<file path="src/rtl/alu_seq_exec.sv">
// Sequential RV32 ALU: single-cycle arithmetic/logic/compare ops, iterative shifts.
// Define ALU_SEQ_BARREL_SHIFT_EN to execute shifts in one cycle through a barrel shifter.
module alu_seq_exec #(
    parameter int XLEN = 32
) (
    input  logic            clk,
    input  logic            rst_n,
    input  logic            in_valid,
    output logic            in_ready,
    input  logic [3:0]      in_ctrl,
    input  logic [XLEN-1:0] in_a,
    input  logic [XLEN-1:0] in_b,
    input  logic            flush,
    output logic            out_valid,
    input  logic            out_ready,
    output logic [XLEN-1:0] out_result,
    output logic            out_taken,
    output logic            busy
);

    typedef enum logic [1:0] {
        IDLE  = 2'd0,
        SHIFT = 2'd1,
        DONE  = 2'd2
    } state_t;

    localparam logic [3:0] OP_ADD  = 4'b0000;
    localparam logic [3:0] OP_SUB  = 4'b0001;
    localparam logic [3:0] OP_XOR  = 4'b0010;
    localparam logic [3:0] OP_OR   = 4'b0011;
    localparam logic [3:0] OP_AND  = 4'b0100;
    localparam logic [3:0] OP_SLL  = 4'b0101;
    localparam logic [3:0] OP_SRL  = 4'b0110;
    localparam logic [3:0] OP_SRA  = 4'b0111;
    localparam logic [3:0] OP_SLT  = 4'b1000;
    localparam logic [3:0] OP_SLTU = 4'b1001;
    localparam logic [3:0] OP_BEQ  = 4'b1010;
    localparam logic [3:0] OP_BNE  = 4'b1011;
    localparam logic [3:0] OP_BLT  = 4'b1100;
    localparam logic [3:0] OP_BGE  = 4'b1101;
    localparam logic [3:0] OP_BLTU = 4'b1110;
    localparam logic [3:0] OP_BGEU = 4'b1111;

`ifdef ALU_SEQ_BARREL_SHIFT_EN
    localparam bit BARREL_EN = 1'b1;
`else
    localparam bit BARREL_EN = 1'b0;
`endif

    function automatic logic is_shift(input logic [3:0] op);
        return (op == OP_SLL) || (op == OP_SRL) || (op == OP_SRA);
    endfunction

    // Single-cycle result; in the iterative build shift codes only reach here with shamt 0.
    function automatic logic [XLEN-1:0] alu_result(input logic [3:0] op,
                                                   input logic [XLEN-1:0] a,
                                                   input logic [XLEN-1:0] b);
        logic [XLEN-1:0] r;
        case (op)
            OP_ADD:  r = a + b;
            OP_SUB:  r = a - b;
            OP_XOR:  r = a ^ b;
            OP_OR:   r = a | b;
            OP_AND:  r = a & b;
`ifdef ALU_SEQ_BARREL_SHIFT_EN
            OP_SLL:  r = a << b[4:0];
            OP_SRL:  r = a >> b[4:0];
            OP_SRA:  r = $unsigned($signed(a) >>> b[4:0]);
`else
            OP_SLL:  r = a;
            OP_SRL:  r = a;
            OP_SRA:  r = a;
`endif
            OP_SLT:  r = {{(XLEN-1){1'b0}}, ($signed(a) < $signed(b))};
            OP_SLTU: r = {{(XLEN-1){1'b0}}, (a < b)};
            default: r = {XLEN{1'b0}};
        endcase
        return r;
    endfunction

    function automatic logic alu_taken(input logic [3:0] op,
                                       input logic [XLEN-1:0] a,
                                       input logic [XLEN-1:0] b);
        logic t;
        case (op)
            OP_BEQ:  t = (a == b);
            OP_BNE:  t = (a != b);
            OP_BLT:  t = ($signed(a) < $signed(b));
            OP_BGE:  t = ($signed(a) >= $signed(b));
            OP_BLTU: t = (a < b);
            OP_BGEU: t = (a >= b);
            default: t = 1'b0;
        endcase
        return t;
    endfunction

    function automatic logic [XLEN-1:0] shift_step(input logic [3:0] op,
                                                   input logic [XLEN-1:0] v);
        logic [XLEN-1:0] r;
        case (op)
            OP_SLL:  r = {v[XLEN-2:0], 1'b0};
            OP_SRL:  r = {1'b0, v[XLEN-1:1]};
            OP_SRA:  r = {v[XLEN-1], v[XLEN-1:1]};
            default: r = v;
        endcase
        return r;
    endfunction

    state_t          state_r, state_s;
    logic [3:0]      ctrl_r, ctrl_s;
    logic [XLEN-1:0] acc_r, acc_s;
    logic [4:0]      cnt_r, cnt_s;
    logic [XLEN-1:0] result_r, result_s;
    logic            taken_r, taken_s;
    logic            valid_r, valid_s;
    logic [XLEN-1:0] step_s;

    assign in_ready   = (state_r == IDLE) && !flush;
    assign busy       = (state_r != IDLE);
    assign out_valid  = valid_r;
    assign out_result = result_r;
    assign out_taken  = taken_r;

    // Next-state and datapath: flush overrides everything, then accept/shift/handoff.
    always_comb begin
        state_s  = state_r;
        ctrl_s   = ctrl_r;
        acc_s    = acc_r;
        cnt_s    = cnt_r;
        result_s = result_r;
        taken_s  = taken_r;
        valid_s  = valid_r;
        step_s   = shift_step(ctrl_r, acc_r);
        if (flush) begin
            state_s  = IDLE;
            valid_s  = 1'b0;
            result_s = {XLEN{1'b0}};
            taken_s  = 1'b0;
        end else begin
            case (state_r)
                IDLE: begin
                    if (in_valid) begin
                        ctrl_s = in_ctrl;
                        if (!BARREL_EN && is_shift(in_ctrl) && (in_b[4:0] != 5'd0)) begin
                            acc_s   = in_a;
                            cnt_s   = in_b[4:0];
                            state_s = SHIFT;
                        end else begin
                            state_s  = DONE;
                            valid_s  = 1'b1;
                            result_s = alu_result(in_ctrl, in_a, in_b);
                            taken_s  = alu_taken(in_ctrl, in_a, in_b);
                        end
                    end else begin
                        state_s = IDLE;
                    end
                end
                SHIFT: begin
                    // The last step lands directly in DONE so latency is shamt+1.
                    if (cnt_r > 5'd1) begin
                        acc_s = step_s;
                        cnt_s = cnt_r - 5'd1;
                    end else begin
                        acc_s    = step_s;
                        cnt_s    = 5'd0;
                        state_s  = DONE;
                        valid_s  = 1'b1;
                        result_s = step_s;
                        taken_s  = 1'b0;
                    end
                end
                DONE: begin
                    if (out_ready) begin
                        state_s = IDLE;
                        valid_s = 1'b0;
                    end else begin
                        state_s = DONE;
                    end
                end
                default: begin
                    state_s = IDLE;
                    valid_s = 1'b0;
                end
            endcase
        end
    end

    // State and output registers with asynchronous discard on reset.
    always_ff @(posedge clk or negedge rst_n) begin
        if (!rst_n) begin
            state_r  <= IDLE;
            ctrl_r   <= 4'd0;
            acc_r    <= {XLEN{1'b0}};
            cnt_r    <= 5'd0;
            result_r <= {XLEN{1'b0}};
            taken_r  <= 1'b0;
            valid_r  <= 1'b0;
        end else begin
            state_r  <= state_s;
            ctrl_r   <= ctrl_s;
            acc_r    <= acc_s;
            cnt_r    <= cnt_s;
            result_r <= result_s;
            taken_r  <= taken_s;
            valid_r  <= valid_s;
        end
    end

endmodule
</file>
<file path="config.mk">
export PLATFORM = sky130hd
export DESIGN_NAME = alu_seq_exec
export DESIGN_NICKNAME = d
export VERILOG_FILES = /design/src/rtl/alu_seq_exec.sv
export SDC_FILE = /design/constraint.sdc
export NUM_CORES = 1
export LEC_CHECK = 0
export CORE_ASPECT_RATIO = 0.8
export CORE_MARGIN = 5
export CORE_UTILIZATION = 59
export CTS_CLUSTER_SIZE = 28
export DETAILED_ROUTE_END_ITERATION = 8
export PLACE_DENSITY = 0.83
export RECOVER_POWER = 100
export SLEW_MARGIN = 20
export SYNTH_ARGS = -nofsm -noshare
export SYNTH_HDL_FRONTEND = slang
export SYNTH_SLANG_ARGS = --single-unit
export TNS_END_PERCENT = 30
</file>
<file path="constraint.sdc">
create_clock -name clk -period 3 [get_ports clk]
set_input_delay 0.9 -clock clk [delete_from_list [all_inputs] [get_ports clk]]
set_output_delay 0.9 -clock clk [all_outputs]
set_load 0.02 [all_outputs]
</file>
==> results of run 1 <==
logic make-up after synthesis:
group | share of synthesized area, %
AO/OA/AOI/OAI | 33.6
AND/OR/NAND/NOR | 17.6
buffers and inverters | 8.47
adder cells (fa/ha/maj) | 14.4
flip-flops | 20.4
multiplexers | 3.02
XOR/XNOR | 2.51
synthesized netlist by cell type, types with 5 or more instances:
master and n:
a21oi_1 161, nor2_1 146, o21ai_0 117, nand2_1 116, ha_1 105, inv_1 105, dfrtp_1 77, clkbuf_1 56
a221oi_1 30, nor3_1 26, xnor2_1 25, mux2i_1 24, a211oi_1 23, o31ai_1 21, a22oi_1 20, o211ai_1 16
a31oi_1 15, nand3_1 14, nand2b_1 12, a21o_1 11, nor2b_1 10, a22o_1 9, o21bai_1 9, or3_1 9
buf_2 8, nor4_1 8, a221o_1 7, buf_6 6, nand4_1 5, nor3b_1 5
through the flow:
stage | worst slack (ns) | util [%] | cells
after CTS | -0.619 | 93.6 | 1967
after detailed placement | -1.43 | 85.1 | 1910
after global placement | -1.39 | 85.1 | 1910
after floorplan | -0.572 | - | 1293
metal layers:
metal  overflow  GRT usage (%)
met5          7           65.6
met4        449            117
met3         41           82.4
met2       1485            138
met1         45           89.6
repair_timing:
item / in CTS
pin swaps: 82
gates resized for setup: 360
setup endpoints to repair: 34
hold endpoints to repair: 0
setup buffers: 42
==> flow_summary.ini, run 1 <==
[global_route]
grt_usage_pct = 105
grt_max_degree = 47
grt_overflow = 2027

[run_status]
status = aborted with a tool error
firstError = [ERROR GRT-0232] Routing congestion too high. Check the congestion heatmap in the GUI.
haltStage = 5_1_grt

[synth]
ys_types = 79
yosysTopAreaCell = dfrtp_1
postSynthAreaPerCell_um2 = 7.30
synth_edf_count = 0
synthArstFlopShare_pct = 100
syn-num-nets = 1473
ys.flop_type = dfrtp_1
ys_seq_area_share_pct = 20.4
synth_top_area_share_pct = 20.4
syn_inst = 1293
synth.area.top_cells = dfrtp_1 (20%), ha_1 (14%), a21oi_1 (8.5%)
ys_ff_latch = 77
netlist_area_mm2 = 0.00943
synth_warnings = 0

[clock_tree]
htree_levels = 3
root_buffer = clkbuf_16
cts.hold.buffers_added = 0
cts_sinks = 77
cts_buffers = 9
cts_buffer_depth = 2

[timing]
worst-ep-kind = sequential cell input
repair-timing-grt-worst-ep = out_result[31]$_DFFE_PN0P_/D

[floorplanning]
fp.dieH_um = 123
io_pins = 109
start_util_pct = 59.9
rows = 41
die_x_um = 151

[placement]
place.gp.congestion = 1.05
dpl_cell_area_mm2 = 0.0134
dp_hpwl_um = 32600
portBuffers = 108
==> inputs of run 2 (changes only) <==
--- a/config.mk
+++ b/config.mk
@@ -5,12 +5,10 @@
 export SDC_FILE = /design/constraint.sdc
 export NUM_CORES = 1
 export LEC_CHECK = 0
-export CORE_ASPECT_RATIO = 0.8
 export CORE_MARGIN = 5
-export CORE_UTILIZATION = 59
-export CTS_CLUSTER_SIZE = 28
+export CORE_UTILIZATION = 40
 export DETAILED_ROUTE_END_ITERATION = 8
-export PLACE_DENSITY = 0.83
+export PLACE_DENSITY_LB_ADDON = 0.15
 export RECOVER_POWER = 100
 export SLEW_MARGIN = 20
 export SYNTH_ARGS = -nofsm -noshare
==> run 2 against run 1 <==
- the flow now finishes, with violations (max-capacitance violations, max-slew violations, negative setup slack)
- synthesized cell count stayed put
- area after synthesis stayed put
==> flow_summary.ini, run 2 <==
[run_status]
status = finished, violations left
failed_checks = max-capacitance violations, max-slew violations, negative setup slack

[timing]
hold_viol = 0
setup_slack_ns = -0.435
drv_slew = 78
relSlewSlack_pct = -35.4
holdWs_ns = 0.479
setup_tns_ns = -7.75
finalCritPeriodShare_pct = 115
rsz0062_at_grt = true
worstMarginPinSlew_ns = 2.03
fmax_ghz = 0.291
skew_ns = 0.00900
setup_viol_count_final = 33
min_period_ns = 3.44

[clock_tree]
insertion_delay_ns = 0.34
root_buffer = clkbuf_16
cts_tree = yes
clk_pin_slew_ns = 0.06
cts_buffer_depth = 2
cts.hold.buffers_added = 0
cts_buffers = 9
cts_sinks = 77
htree_levels = 3

[global_route]
grt_pass1_vias = 11600
antenna_found_initial = 0
grt_overflow = 0
grt_max_degree = 78
grt_usage_pct = 31.0
grt_pass1_wl_um = 65100

[power_and_ir_drop]
leakagePower_nw = 7.35
power.density_mw_per_mm2 = 364
peakVddDrop_v = 0.000246

[synth]
postSynthAreaPerCell_um2 = 7.30
synth_edf_count = 0
yosysTopAreaCell = dfrtp_1
ys.flop_type = dfrtp_1
synth_top_area_share_pct = 20.4
ys_ff_latch = 77
syn-num-nets = 1473
yosysMostFrequentCell = a21oi_1
netlist_top_cells_count = a21oi_1 (161), nor2_1 (146), o21ai_0 (117)
synth.area.top_cells = dfrtp_1 (20%), ha_1 (14%), a21oi_1 (8.5%)
netlist_area_mm2 = 0.00943
syn_inst = 1293
ys_seq_area_share_pct = 20.4
synth_warnings = 0
synthArstFlopShare_pct = 100
ys_types = 79

[critical_path]
startpoint_type = input port
critical_path_arrival_ns = 3.66
worstPathRequired_ns = 3.22
endpoint_kind = register
critPathMaxFanout = 4
path_class = input port to register

[cells_and_area]
final_common_cell = buf_4
fill_cells = 1995
postLayoutCoreUtil_pct = 66.2
finalNetCount = 1943
seq_area_mm2 = 0.00193
drive_gt1_share_pct = 39.6
antennaDiodeCount = 0
area_growth_syn_to_layout_pct = 63.8
final_cell_mix = buf_4 (410), a21oi_1 (133), nor2_1 (132)
multiInputGateArea_mm2 = 0.00790

[routing]
ant_nets = 0
drt_first_pass_iters = 6
num_vias = 11900
wl_um = 42600
wl_per_cell_um = 20.4
viasPerCell = 5.72
dr.first_iter.drc_count = 1205
drc_errors = 0

[flow_run]
maxCapViolations = 1

[floorplanning]
core_mm2 = 0.0233
start_util_pct = 40.4
fp.dieH_um = 164
fp.dieArea_mm2 = 0.0268
rows = 56
io_pins = 109
die_x_um = 164

[placement]
place_ws_ns = -1.47
place.gp.congestion = 1.01
portBuffers = 108
dp_hpwl_um = 33200

[hold_path]
hold_class = register to register
run 2: cell counts after synthesis:
Identical to the previous run, type by type.
run 2: final cells by class:
cell class	count	share of cell area (%)
Clock buffer	10	1.48
Clock inverter	6	0.559
Inverter	107	3.01
Multi-Input combinational cell	1029	51.2
Sequential cell	77	12.5
Tap cell	319	2.58
Timing Repair Buffer	539	28.7
run 2: timing repair:
| item | CTS | global route |
|---|---|---|
| setup endpoints to repair | 34 | 33 |
| pin swaps | 69 | 62 |
| resized for setup | 322 | 133 |
| buffers inserted | 31 | 11 |
run 2: layer usage:
layer | part of all wire [%] | GRT usage (%) | routed length [um]
met1 | 44 | 44.1 | 18900
met2 | 45 | 50.2 | 19200
met3 | 8.2 | 4.39 | 3510
met4 | 2.2 | 6.60 | 958
met5 | 0 | 0 | 0
run 2: kinds of logic (layout without fill, tap and decap cells):
group | after synthesis | after routing | synth area share, %
AND/OR/NAND/NOR | 371 | 371 | 17.6
XOR/XNOR | 27 | 27 | 2.51
buffers and inverters | 187 | 662 | 8.47
multiplexers | 28 | 28 | 3.02
flip-flops | 77 | 77 | 20.4
AO/OA/AOI/OAI | 496 | 496 | 33.6
adder cells (fa/ha/maj) | 107 | 107 | 14.4
run 2: stage by stage:
stage	std cells	total power, W	instance area [um2]
floorplan	1293	0.00280	9620
global placement	2035	0.00403	13800
detailed placement	2035	0.00407	13800
CTS	2078	0.00545	15000
global route	2087	0.00593	15500
finish	2087	0.00562	15500
run 2: critical path, stage by stage:
cell and delay [ns]:
buf_8 0.08, inv_4 0.03, ha_4 0.29, nand2_4 0.06, or3_4 0.42, a211oi_4 0.33
nor2_2 0.08, o211a_1 0.29, o41ai_4 0.25, a31oi_1 0.16, mux2_4 0.34, a2111oi_4 0.33
o21ai_1 0.09
run 2: final timing paths:
check                      depth (start not counted)                       from  slack (ns)                         end
max                                               13                    in_b[3]       -0.44  out_result[29]$_DFFE_PN0P_
max reg2reg                                       10       cnt_r[2]$_DFFE_PN0P_        0.66   out_result[3]$_DFFE_PN0P_
min reg2reg                                        1  out_result[3]$_DFFE_PN0P_        0.48   out_result[3]$_DFFE_PN0P_
min                                                1  out_result[3]$_DFFE_PN0P_        0.48   out_result[3]$_DFFE_PN0P_
max in group asynchronous                          2                      rst_n        0.56  out_result[17]$_DFFE_PN0P_
min in group asynchronous                          2                      rst_n        1.22        cnt_r[4]$_DFFE_PN0P_
run 2: report_power, final:
group,total [W],switching [W],internal [W]
logic,0.00296,0.00156,0.00140
registers,0.00147,0.000224,0.00125
clock network,0.00119,0.000463,0.000730
Note: power is estimated with default switching activity, not from simulation.
